--- src/rtl/alu_simd_pkg.sv ---
// Shared encodings for the pipelined SIMD post-adder ALU.
package alu_simd_pkg;

  localparam logic [3:0] ALU_ZPT = 4'b0000; // Z + T
  localparam logic [3:0] ALU_TMZ = 4'b0001; // ~Z + T
  localparam logic [3:0] ALU_NZT = 4'b0010; // ~(Z + T)
  localparam logic [3:0] ALU_ZMT = 4'b0011; // ~(~Z + T) = Z - T
  localparam logic [3:0] ALU_XOR = 4'b0100;
  localparam logic [3:0] ALU_AND = 4'b1100;
  localparam logic [3:0] ALU_OR  = 4'b1101;

  localparam logic [1:0] MODE_FULL = 2'b00;
  localparam logic [1:0] MODE_HALF = 2'b01;
  localparam logic [1:0] MODE_SEG  = 2'b10;
  localparam logic [1:0] MODE_BAD  = 2'b11;

  // True when segment k is the most significant segment of its lane.
  function automatic logic seg_is_top(input logic [1:0] mode, input int unsigned k,
                                      input int unsigned n);
    case (mode)
      MODE_HALF: return (k == n / 2 - 1) || (k == n - 1);
      MODE_SEG:  return 1'b1;
      default:   return k == n - 1;
    endcase
  endfunction

endpackage

--- src/rtl/alu_simd_seg.sv ---
// One segment of the four-operand adder; the 2-bit carry chains to the next segment.
module alu_simd_seg #(
  parameter int unsigned SEG_W = 12
) (
  input  logic [SEG_W-1:0] a_i,
  input  logic [SEG_W-1:0] w_i,
  input  logic [SEG_W-1:0] x_i,
  input  logic [SEG_W-1:0] y_i,
  input  logic [1:0]       cin_i,
  output logic [SEG_W-1:0] sum_o,
  output logic [1:0]       cout_o
);

  // Four full-scale operands plus a carry of at most 3 fit exactly in SEG_W+2 bits.
  logic [SEG_W+1:0] total;

  assign total = {2'b00, a_i} + {2'b00, w_i} + {2'b00, x_i} + {2'b00, y_i}
               + {{SEG_W{1'b0}}, cin_i};
  assign sum_o  = total[SEG_W-1:0];
  assign cout_o = total[SEG_W+1:SEG_W];

endmodule

--- src/rtl/alu_simd_pipe.sv ---
// Two-stage SIMD four-operand ALU with accumulator feedback and per-lane carries.
module alu_simd_pipe
  import alu_simd_pkg::*;
#(
  parameter int unsigned SEG_W   = 12,
  parameter int unsigned NUM_SEG = 4,
  localparam int unsigned DW     = SEG_W * NUM_SEG
) (
  input  logic                 clk,
  input  logic                 reset,
  input  logic                 ce,
  input  logic                 in_valid,
  input  logic [3:0]           ALUMODE,
  input  logic [1:0]           USE_SIMD,
  input  logic                 ACC,
  input  logic                 CIN,
  input  logic [DW-1:0]        W,
  input  logic [DW-1:0]        X,
  input  logic [DW-1:0]        Y,
  input  logic [DW-1:0]        Z,
  output logic [DW-1:0]        S,
  output logic                 out_valid,
  output logic [2*NUM_SEG-1:0] carry_out,
  output logic                 cfg_err
);

  logic [DW-1:0]        w_q, x_q, y_q, z_q;
  logic [3:0]           alumode_q;
  logic [1:0]           use_simd_q;
  logic                 acc_q, cin_q, v1_q;
  logic [DW-1:0]        s_q;
  logic [2*NUM_SEG-1:0] carry_q;
  logic                 out_valid_q, cfg_err_q;

  logic [1:0]           mode_eff;
  logic [NUM_SEG-1:0]   seg_top;
  logic [DW-1:0]        z_eff, a_op, raw_sum, result;
  logic [2*NUM_SEG-1:0] raw_carry, carry_res;
  logic                 invert_z, cin0;

  assign mode_eff = (use_simd_q == MODE_BAD) ? MODE_FULL : use_simd_q;
  assign z_eff    = acc_q ? s_q : z_q;
  assign invert_z = (alumode_q == ALU_ZMT) || (alumode_q == ALU_TMZ);
  assign a_op     = invert_z ? ~z_eff : z_eff;
  assign cin0     = (mode_eff == MODE_FULL) & cin_q;

  always_comb begin
    seg_top = '0;
    for (int unsigned k = 0; k < NUM_SEG; k++) begin
      seg_top[k] = seg_is_top(mode_eff, k, NUM_SEG);
    end
  end

  for (genvar k = 0; k < NUM_SEG; k++) begin : g_seg
    logic [1:0]       cin;
    logic [1:0]       cout;
    logic [SEG_W-1:0] sum;

    // The carry chain is cut at every lane boundary.
    if (k == 0) begin : g_first
      assign cin = {1'b0, cin0};
    end else begin : g_rest
      assign cin = seg_top[k-1] ? 2'b00 : g_seg[k-1].cout;
    end

    alu_simd_seg #(
      .SEG_W(SEG_W)
    ) u_seg (
      .a_i   (a_op[k*SEG_W +: SEG_W]),
      .w_i   (w_q[k*SEG_W +: SEG_W]),
      .x_i   (x_q[k*SEG_W +: SEG_W]),
      .y_i   (y_q[k*SEG_W +: SEG_W]),
      .cin_i (cin),
      .sum_o (sum),
      .cout_o(cout)
    );

    assign raw_sum[k*SEG_W +: SEG_W] = sum;
    assign raw_carry[2*k +: 2]       = seg_top[k] ? cout : 2'b00;
  end

  always_comb begin
    result    = '0;
    carry_res = '0;
    case (alumode_q)
      ALU_ZPT, ALU_TMZ: begin
        result    = raw_sum;
        carry_res = raw_carry;
      end
      ALU_ZMT, ALU_NZT: begin
        result    = ~raw_sum;
        carry_res = raw_carry;
      end
      ALU_XOR: result = x_q ^ z_eff;
      ALU_AND: result = x_q & z_eff;
      ALU_OR:  result = x_q | z_eff;
      default: ;
    endcase
  end

  always_ff @(posedge clk) begin
    if (reset) begin
      w_q         <= '0;
      x_q         <= '0;
      y_q         <= '0;
      z_q         <= '0;
      alumode_q   <= '0;
      use_simd_q  <= '0;
      acc_q       <= 1'b0;
      cin_q       <= 1'b0;
      v1_q        <= 1'b0;
      s_q         <= '0;
      carry_q     <= '0;
      out_valid_q <= 1'b0;
      cfg_err_q   <= 1'b0;
    end else if (ce) begin
      w_q         <= W;
      x_q         <= X;
      y_q         <= Y;
      z_q         <= Z;
      alumode_q   <= ALUMODE;
      use_simd_q  <= USE_SIMD;
      acc_q       <= ACC;
      cin_q       <= CIN;
      v1_q        <= in_valid;
      out_valid_q <= v1_q;
      if (in_valid && (USE_SIMD == MODE_BAD)) begin
        cfg_err_q <= 1'b1;
      end
      if (v1_q) begin
        s_q     <= result;
        carry_q <= carry_res;
      end
    end
  end

  assign S         = s_q;
  assign carry_out = carry_q;
  assign out_valid = out_valid_q;
  assign cfg_err   = cfg_err_q;

endmodule

--- config.mk ---
export PLATFORM = sky130hd
export DESIGN_NAME = alu_simd_pipe
export DESIGN_NICKNAME = d
export VERILOG_FILES = /design/src/rtl/alu_simd_pkg.sv /design/src/rtl/alu_simd_seg.sv /design/src/rtl/alu_simd_pipe.sv
export SDC_FILE = /design/constraint.sdc
export NUM_CORES = 1
export LEC_CHECK = 0
export ABC_AREA = 1
export CELL_PAD_IN_SITES_DETAIL_PLACEMENT = 0
export CELL_PAD_IN_SITES_GLOBAL_PLACEMENT = 2
export CORE_MARGIN = 5
export CORE_UTILIZATION = 29
export CTS_BUF_LIST = sky130_fd_sc_hd__clkbuf_8
export DETAILED_ROUTE_END_ITERATION = 16
export GPL_TIMING_DRIVEN = 0
export PLACE_DENSITY = 0.87
export SYNTH_ARGS = -nofsm -noshare
export SYNTH_HDL_FRONTEND = slang
export SYNTH_SLANG_ARGS = --single-unit
--- constraint.sdc ---
create_clock -name clk -period 9.5 [get_ports clk]
set_input_delay 1.9 -clock clk [delete_from_list [all_inputs] [get_ports clk]]
set_output_delay 1.9 -clock clk [all_outputs]
set_load 0.01 [all_outputs]
==> After elaboration in Yosys (flattened, before gate mapping) <==
Cells that the tools add are included.
{ "totals": {"register_bits": 259, "inputBits": 204, "out_inout_bits": 58, "word_cells": 68} }
{ "op_classes": {"n_addsub": 16, "n_eq_ne": 10, "n_mux": 13, "n_bitwise": 6, "reduce_logical": 10} }
{ "ops": {"columns": ["op", "count"], "rows": [
  ["$pmux 48 s5", 1],
  ["$add 14x12->14", 8],
  ["$mux 48", 2],
  ["$not 48->48", 2],
  ["$add 12x12->13", 4],
  ["$and 48x48->48", 1],
  ["$or 48x48->48", 1],
  ["$xor 48x48->48", 1],
  ["$add 14x2->14", 3],
  ["$add 14x1->14", 1],
  ["$mux 2", 7],
  ["$eq 4x2->1 const B", 2],
  ["$eq 4x4->1 const B", 2],
  ["$mux 8", 1],
  ["$eq 2x2->1 const B", 3],
  ["$reduce_or 2->1", 3],
  ["$eq 4x1->1 const B", 1],
  ["$eq 4x3->1 const B", 1],
  ["$logic_not 4->1", 1],
  ["$reduce_and 2->1", 2],
  ["$reduce_or 4->1", 1],
  ["$eq 2x1->1 const B", 1],
  ["$logic_not 2->1", 1],
  ["$mux 1", 2],
  ["other kinds (3)", 3]
]} }

==> Logic depth before layout (Yosys ltp) <==
Gate-level depths: netlist of run 1.
{ "logic_depth": {"word_depth": 15, "ltp_mapped": 67, "depth_no_buf": 64} }

==> Hierarchy <==
Synthesis of run 1 repeated with hierarchy kept, for this count alone.
{ "hier_totals": {"cells_unflattened": 2879, "area_unflattened_um2": 19912.8} }
{ "by_module_without_submodules": {"columns": ["module", "n_inst", "cells_per_inst", "area_each_um2", "seq_area_each_um2"], "rows": [
  ["alu_simd_pipe", 1, 1895, 13754.4, 5185.0],
  ["alu_simd_seg (g_seg[0].u_seg ...)", 3, 246, 1539.0, 0.0],
  ["alu_simd_seg (g_seg[3].u_seg)", 1, 246, 1541.5, 0.0]
]} }

==> Least setup slack after synthesis of run 1 <==
OpenSTA, ideal clock, no wires.
{ "synth_path": {"path_type": "register to register", "start": "register acc_q", "end": "register s_q[45], in the netlist S[45]", "setup_time_ps": 132, "arrival_ps": 9547, "required_time_ps": 9368, "slack_ps": -179, "stages_incl_launch_ff": 63, "path_buffers": 3, "period_less_slack_ps": 9679, "cell_sequence": "dfxtp_1 buf_2 buf_2 buf_4 nand2_1 o21ai_0 xnor2_1 ha_1 fa_1 nand3_1 nand2_1 a21oi_1 o21ai_0 xnor2_1 fa_1 inv_1 ha_1 nand2_1 (+27 left out) nand2_1 nand2_1 nand2_1 nor3b_1 fa_1 ha_1 inv_1 fa_1 inv_1 nand3_1 nand2_1 nand2_1 nand2_1 nand2_1 nand3_1 nand2_1 o21ai_1 a21oi_1"} }
{ "synth_between": {"elab_chain_len": 15, "word_cells_on_any_way": 27, "classes_between": "add/sub: 16; mux: 6; bitwise: 5"} }
{ "synth_lines": {"columns": ["item", "line", "rtl"], "rows": [
  ["start, declared", "alu_simd_pipe.sv:30", "logic acc_q, cin_q, v1_q;"],
  ["start signal, assigned", "alu_simd_pipe.sv:109", "acc_q <= 1'b0;"],
  ["start signal, assigned", "alu_simd_pipe.sv:123", "acc_q <= ACC;"],
  ["$mux 48 *", "alu_simd_pipe.sv:42", "assign z_eff = acc_q ? s_q : z_q;"],
  ["$not 48->48", "alu_simd_pipe.sv:44", "assign a_op = invert_z ? ~z_eff : z_eff;"],
  ["$mux 48", "alu_simd_pipe.sv:44", null],
  ["$add 12x12->13", "alu_simd_seg.sv:17", "assign total = {2'b00, a_i} + {2'b00, w_i} + {2'b00, x_i} + {2'b00, y_i}"],
  ["$add 14x12->14 (2 in a row)", "alu_simd_seg.sv:17", null],
  ["$add 14x1->14", "alu_simd_seg.sv:18", "+ {{SEG_W{1'b0}}, cin_i};"],
  ["$mux 2", "alu_simd_pipe.sv:63", "assign cin = seg_top[k-1] ? 2'b00 : g_seg[k-1].cout;"],
  ["$add 14x2->14", "alu_simd_seg.sv:18", null],
  ["$mux 2", "alu_simd_pipe.sv:63", null],
  ["$add 14x2->14", "alu_simd_seg.sv:18", null],
  ["$mux 2", "alu_simd_pipe.sv:63", null],
  ["$add 14x2->14", "alu_simd_seg.sv:18", null],
  ["$not 48->48", "alu_simd_pipe.sv:91", "result = ~raw_sum;"],
  ["$pmux 48 s5 *", "alu_simd_pipe.sv:85", "case (alumode_q)"],
  ["end signal, assigned", "alu_simd_pipe.sv:131", "s_q <= result;"],
  ["end, declared", "alu_simd_pipe.sv:31", "logic [DW-1:0] s_q;"]
]} }
Every way passes the cells marked *; elsewhere a longest branch is shown, timed or not.
A chain may end at the register's enable or synchronous reset.

==> Final worst setup path of run 1 <==
{ "layout_path": {"start": "register acc_q", "end": "register s_q[33], in the netlist S[33]"} }
{ "layout_between": {"elab_chain_len": 13, "word_cells_on_any_way": 22, "classes_between": "add/sub: 12; mux: 5; bitwise: 5"} }
{ "layout_lines": {"columns": ["item", "line"], "rows": [
  ["$mux 48 *", "alu_simd_pipe.sv:42"],
  ["$not 48->48", "alu_simd_pipe.sv:44"],
  ["$mux 48", "alu_simd_pipe.sv:44"],
  ["$add 12x12->13", "alu_simd_seg.sv:17"],
  ["$add 14x12->14 (2 in a row)", "alu_simd_seg.sv:17"],
  ["$add 14x1->14", "alu_simd_seg.sv:18"],
  ["$mux 2", "alu_simd_pipe.sv:63"],
  ["$add 14x2->14", "alu_simd_seg.sv:18"],
  ["$mux 2", "alu_simd_pipe.sv:63"],
  ["$add 14x2->14", "alu_simd_seg.sv:18"],
  ["$not 48->48", "alu_simd_pipe.sv:91"],
  ["$pmux 48 s5 *", "alu_simd_pipe.sv:85"]
]} }
Marked as above.

==> impl_metrics.ini, run 1 <==
[status]
run_status = complete, no violations

[pwr]
p_per_area_nw_per_um2 = 182
peakVddDrop_mv = 0.0839
p_total_uw = 4680
leakage_uw = 0.0117

[floorplan]
core_um2 = 66900
initial_core_util_pct = 29.1
dieArea_um2 = 72500
rows = 95
die_w_um = 269
io_pins = 262
dieHeight_um = 269

[placement]
portBuffers = 260
gp_congestion = 0.902
dpl.hpwl_um = 63500
dpl.cell_count = 3882
pre_cts_slack_ns = -2.05
postPlaceCellArea_um2 = 23200

[yosys]
synthAdderAreaFrac_pct = 20.8
syn_area_um2 = 19500
syn_area_per_cell_um2 = 7.09
synth_ff_type = dfxtp_1
synth_top_area_cell = dfxtp_1
synth_xor_area_share_pct = 4.49
synth_compound_area_share_pct = 16.5
async_flop_share_pct = 0
synth_top_area_share_pct = 26.6
synth_top_family_by_area = adder cells
netlist_instances = 2749
yosysSeqAreaShare_pct = 26.6
syn_nets = 3242
synthSimpleGateAreaFrac_pct = 20.7
netlist_top_cells_area = dfxtp_1 (27%), ha_1 (15%), nand2_1 (13%)
ys_warn_count = 0
ys_seq_elements = 259
synth-edff-count = 0
synth_cell_type_count = 40
synth_mux_area_share_pct = 0

[setup_path]
crit_type = reg2reg
critical_path.max_fanout = 6
crit_required_ns = 10.03
slowest_stage = fa_1
crit_family = adder cells
worst_path_most_repeated_cell = buf_4
arrival_ns = 9.99
critPathMaxStageDelay_ns = 0.56
start_kind = flop
cp.depth = 65
crit_path_end_kind = flop
path_buf_inv = 24
rr_worst_depth = 65

[clocking]
htree_levels = 2
cts_buffers = 51
root_buffer = clkbuf_8
cts_sinks = 259
cts_buffer_depth = 3
clk_pin_slew_ns = 0.07
clkLatencyLatePin_ns = 0.68
cts_tree = yes
cts_hold_buf = 0

[global_routing]
grt_pass1_wl_um = 121000
grt_use_total_pct = 21.9
antenna_found_initial = 4
grt_max_degree = 14
grt-ovfl-total = 0
grt_pass1_vias = 19110

[routing]
first_pass_iters = 6
avgViaCountPerCell = 4.73
post-route-drc-count = 0
drt_iter0_markers = 1354
final_antenna_net_count = 0
wl_um = 82700
vias = 19238
wl_per_cell_um = 20.3

[cells_and_area]
final_cell_mix = nand2_1 (634), inv_1 (407), clkdlybuf4s50_1 (260)
final_nets = 3643
final_area_um2 = 25700
synthToLayoutAreaGrowth_pct = 31.8
layout.cells.non_filler = 4067
drive_gt1_share_pct = 10.9
final_common_cell = nand2_1

[timing]
tns_ns = 0
fin_crit_sh_pct = 99.5
drv_slew = 0
tightest_slew_ns = 1.43
rsz0062_at_grt = true
finalSetupViolCount = 0
fin_skew_ns = 0.0586
max_freq_mhz = 106
max_slew_margin_pct = 4.81
period_minus_slack_ns = 9.45
layout_setup_ws_ns = 0.0459
hold_viol = 0

[job]
cap_violations = 0

[min_path]
hold_class = reg2reg
hold_depth = 2
==> per-layer routing <==
metal | global-route usage, % | routed length, µm | vias to the layer above
met5 | 0 | 25 | -
met4 | 7.91 | 3310 | 4
met3 | 4.55 | 5320 | 143
met2 | 36.4 | 37700 | 547
met1 | 28.2 | 36400 | 8887
li1 | - | - | 9657
==> logic make-up after synthesis <==
group / after synthesis
xor gates and xnor gates: 100
buffers and inverters: 536
AOI/OAI and AO/OA: 546
adders and majority gates: 289
DFF: 259
and+or+nand+nor: 1019
==> worst reg2reg max path: cells and delay by family, from the launching register on <==
family / cells / cell delay (ns)
DFF: 1 / 0.32
buffers and inverters: 24 / 2.67
xor gates and xnor gates: 2 / 0.23
and+or+nand+nor: 21 / 1.76
adders and majority gates: 10 / 3.27
AOI/OAI and AO/OA: 8 / 1.06
==> registers in the layout, indices dropped and copies added (netlist names), 2 cells and up <==
register	flops
x_q	48
carry_out	8
w_q	48
use_simd_q	2
y_q	48
alumode_q	4
z_q	48
S	48
==> synth_stat cells (2+ instances only) <==
master,n
nand2_1,668
o211ai_1,19
o21ai_2,3
inv_1,405
dfxtp_1,259
buf_4,10
a21o_1,10
xnor2_1,30
clkbuf_1,81
a211oi_1,110
nand3_1,106
buf_2,24
buf_1,3
o211a_1,14
buf_6,6
a21oi_1,242
inv_2,6
ha_1,230
o21ai_0,101
o21bai_1,11
nand4_1,14
nor2_1,207
o21ai_1,27
nor3_1,17
a21boi_0,3
xor2_1,70
fa_1,59
a31oi_1,2
==> report_power, final <==
part	total, µW	internal, µW	leakage, µW	switching, µW
logic	2180	896	0.00895	1280
clock network	1300	733	0.000647	567
registers	1200	1150	0.00214	42.8
total	4680	2780	0.0117	1890
==> per-stage QoR <==
stage          hold slack [ns]  util (%)
6_report                 0.459      38.4
5_1_grt                  0.476      38.4
4_1_cts                  0.460      37.7
3_5_place_dp             0.449      34.7
3_3_place_gp             0.449      34.7
2_1_floorplan            0.434         -
==> final cells by class <==
| class | count | area, µm² |
|---|---|---|
| multi-input cells | 1954 | 12800 |
| plain buffers | 123 | 663 |
| repair buffers | 349 | 3300 |
| inverters | 412 | 1550 |
| flip-flops and latches | 259 | 5190 |
| clock inverters | 36 | 320 |
| clock buffers | 59 | 812 |
| well taps | 873 | 1090 |
| diodes | 2 | 5.00 |
| fillers | 7185 | 41200 |
==> final timing paths <==
check                           slack, ns    start  endpoint
worst max-delay path                 0.05    acc_q     S[33]
worst min register to register       0.46  z_q[12]   z_q[12]
worst max register to register       0.05    acc_q     S[33]
worst min-delay path                 0.46  z_q[12]   z_q[12]
==> timing repair <==
item | CTS | global route
endpoints found under the setup margin | 15 | 13
resized for setup | 106 | 73
buffers inserted | 63 | 26
pin swaps | 49 | 58
Note: power is estimated with default switching activity, not from simulation.
==> run 2: changes to the inputs <==
--- a/config.mk
+++ b/config.mk
@@ -8,12 +8,13 @@
 export ABC_AREA = 1
 export CELL_PAD_IN_SITES_DETAIL_PLACEMENT = 0
 export CELL_PAD_IN_SITES_GLOBAL_PLACEMENT = 2
+export CORE_ASPECT_RATIO = 1.4
 export CORE_MARGIN = 5
 export CORE_UTILIZATION = 29
 export CTS_BUF_LIST = sky130_fd_sc_hd__clkbuf_8
 export DETAILED_ROUTE_END_ITERATION = 16
 export GPL_TIMING_DRIVEN = 0
-export PLACE_DENSITY = 0.87
+export PLACE_DENSITY_LB_ADDON = 0.1
 export SYNTH_ARGS = -nofsm -noshare
 export SYNTH_HDL_FRONTEND = slang
 export SYNTH_SLANG_ARGS = --single-unit
==> impl_metrics.ini, run 2 (synthesized netlist as in run 1, its figures left out) <==
[pwr]
peakVddDrop_mv = 0.0987
p_per_area_nw_per_um2 = 181
switching_share_pct = 41.9
leakage_uw = 0.0117
pwr-share-clk_pct = 25.7
p_seq_share_pct = 25.8
combPwrFrac_pct = 48.5
netSwitchingPower_uw = 1950
p_int_uw = 2700

[routing]
vias = 19578
first_pass_iters = 7
final_antenna_net_count = 0
avgViaCountPerCell = 4.85
drt_iter0_markers = 950
wl_per_cell_um = 22.3
post-route-drc-count = 0
wl_um = 90000

[global_routing]
antenna_found_initial = 4
grt-ovfl-total = 0
grt_use_total_pct = 24.0
grt_pass1_wl_um = 131000
grt_pass1_vias = 20400
grt_max_degree = 13

[floorplan]
dieHeight_um = 317
dieArea_um2 = 72600
io_pins = 262
rows = 112
core_um2 = 66700
die_w_um = 229
initial_core_util_pct = 29.2

[setup_path]
start_kind = flop
arrival_ns = 10.26
path_buf_inv = 9
critPathMaxStageDelay_ns = 0.57
crit_type = reg2reg
critical_path.max_fanout = 10
crit_family = adder cells
worst_path_most_repeated_cell = nand2_2
crit_path_end_kind = flop
slowest_stage = fa_1
crit_required_ns = 10.08

[status]
violations = setup timing
run_status = finished with violations

[clocking]
cts_hold_buf = 0
cts_buffers = 47
clkLatencyLatePin_ns = 0.68
htree_levels = 2
cts_tree = yes
cts_buffer_depth = 3
cts_sinks = 259
clk_pin_slew_ns = 0.06
root_buffer = clkbuf_8

[cells_and_area]
filler_cell_count = 7110
final_cell_mix = nand2_1 (633), inv_1 (408), clkdlybuf4s50_1 (260)
final_nets = 3633
synthToLayoutAreaGrowth_pct = 31.6
drive_gt1_share_pct = 10.9
final_area_um2 = 25700
final_common_cell = nand2_1
layout.cells.non_filler = 4033
fin_util_pct = 38.5

[timing]
drv_slew = 0
tns_ns = -0.643
hold_viol = 0
tightest_slew_ns = 1.34
fin_skew_ns = 0.0397
period_minus_slack_ns = 9.68
rsz0062_at_grt = true
layout_setup_ws_ns = -0.181
fin_crit_sh_pct = 102
max_freq_mhz = 103
max_slew_margin_pct = 10.6
finalSetupViolCount = 7

[min_path]
hold_class = reg2reg

[job]
cap_violations = 0

[placement]
dpl.hpwl_um = 69300
portBuffers = 260
dpl.cell_count = 3864
postPlaceCellArea_um2 = 23200
gp_congestion = 0.885
[run 2: changes by cell type in the layout (fill, tap and decap cells not counted), sizes merged]
| cell | change |
|---|---|
| buf | -6 |
| bufinv | -6 |
| clkbuf | +9 |
| clkinv | -11 |
| clkinvlp | +3 |
| diode | -1 |
| inv | -4 |
[run 2: repair_timing]
item,4_1_cts,5_1_grt
pin swaps,52,68
endpoints found under the setup margin,19,14
gates cloned,0,1
buffers inserted,66,21
resized for setup,109,104
[run 2: area by class of cell]
cell class              instances  area, µm²  area share, %
diodes                          1       2.50        0.00975
plain buffers                 123        648           2.52
clock buffers                  68        936           3.65
clock inverters                18       85.1          0.331
inverters                     412       1550           6.03
multi-input cells            1954      12900           50.2
flip-flops and latches        259       5190           20.2
well taps                     855       1070           4.17
repair buffers                343       3300           12.8
[run 2: worst paths after layout]
kind                              start      end  slack [ns]  cells after the start
worst max-delay path              acc_q    S[41]       -0.18                     59
worst min-delay path            z_q[41]  z_q[41]        0.46                      2
worst max register to register    acc_q    S[41]       -0.18                     59
worst min register to register  z_q[41]  z_q[41]        0.46                      2
[run 2: power groups by stage]
stage	Sequential [µW]	Combinational, µW	Clock (µW)
finish	1200	2260	1190
global route	1210	2540	1260
CTS	1200	2130	1220
detailed placement	1220	1940	0
global placement	1220	1940	0
floorplan	1210	1340	0
[run 2: layer usage]
layer / wire length (µm) / vias to the layer above / share of wire [%] / global-route usage, %
met5: 0 / - / 0 / 0
met4: 3450 / 0 / 3.8 / 8.03
met3: 4040 / 159 / 4.5 / 3.37
met2: 45100 / 528 / 50 / 44.1
met1: 37500 / 9259 / 42 / 28.7
li1: - / 9632 / - / -
[run 2: worst reg2reg max path: cells and delay by family (launching register included)]
family / cells / cell delay [ns]
AND/OR/NAND/NOR: 27 / 2.33
AO/OA/AOI/OAI: 8 / 1.18
buffers and inverters: 9 / 0.84
adder cells (fa/ha/maj): 12 / 4.39
XOR/XNOR: 3 / 0.45
flip-flops: 1 / 0.38
[run 2: per-stage QoR]
stage          setup slack [ns]  power, µW  hold slack, ns
2_1_floorplan            0.0517       2550           0.434
5_1_grt                  -0.647       5010           0.476
3_3_place_gp              -2.46       3160           0.449
6_report                 -0.181       4650           0.458
3_5_place_dp              -2.47       3160           0.453
4_1_cts                  -0.512       4550           0.461
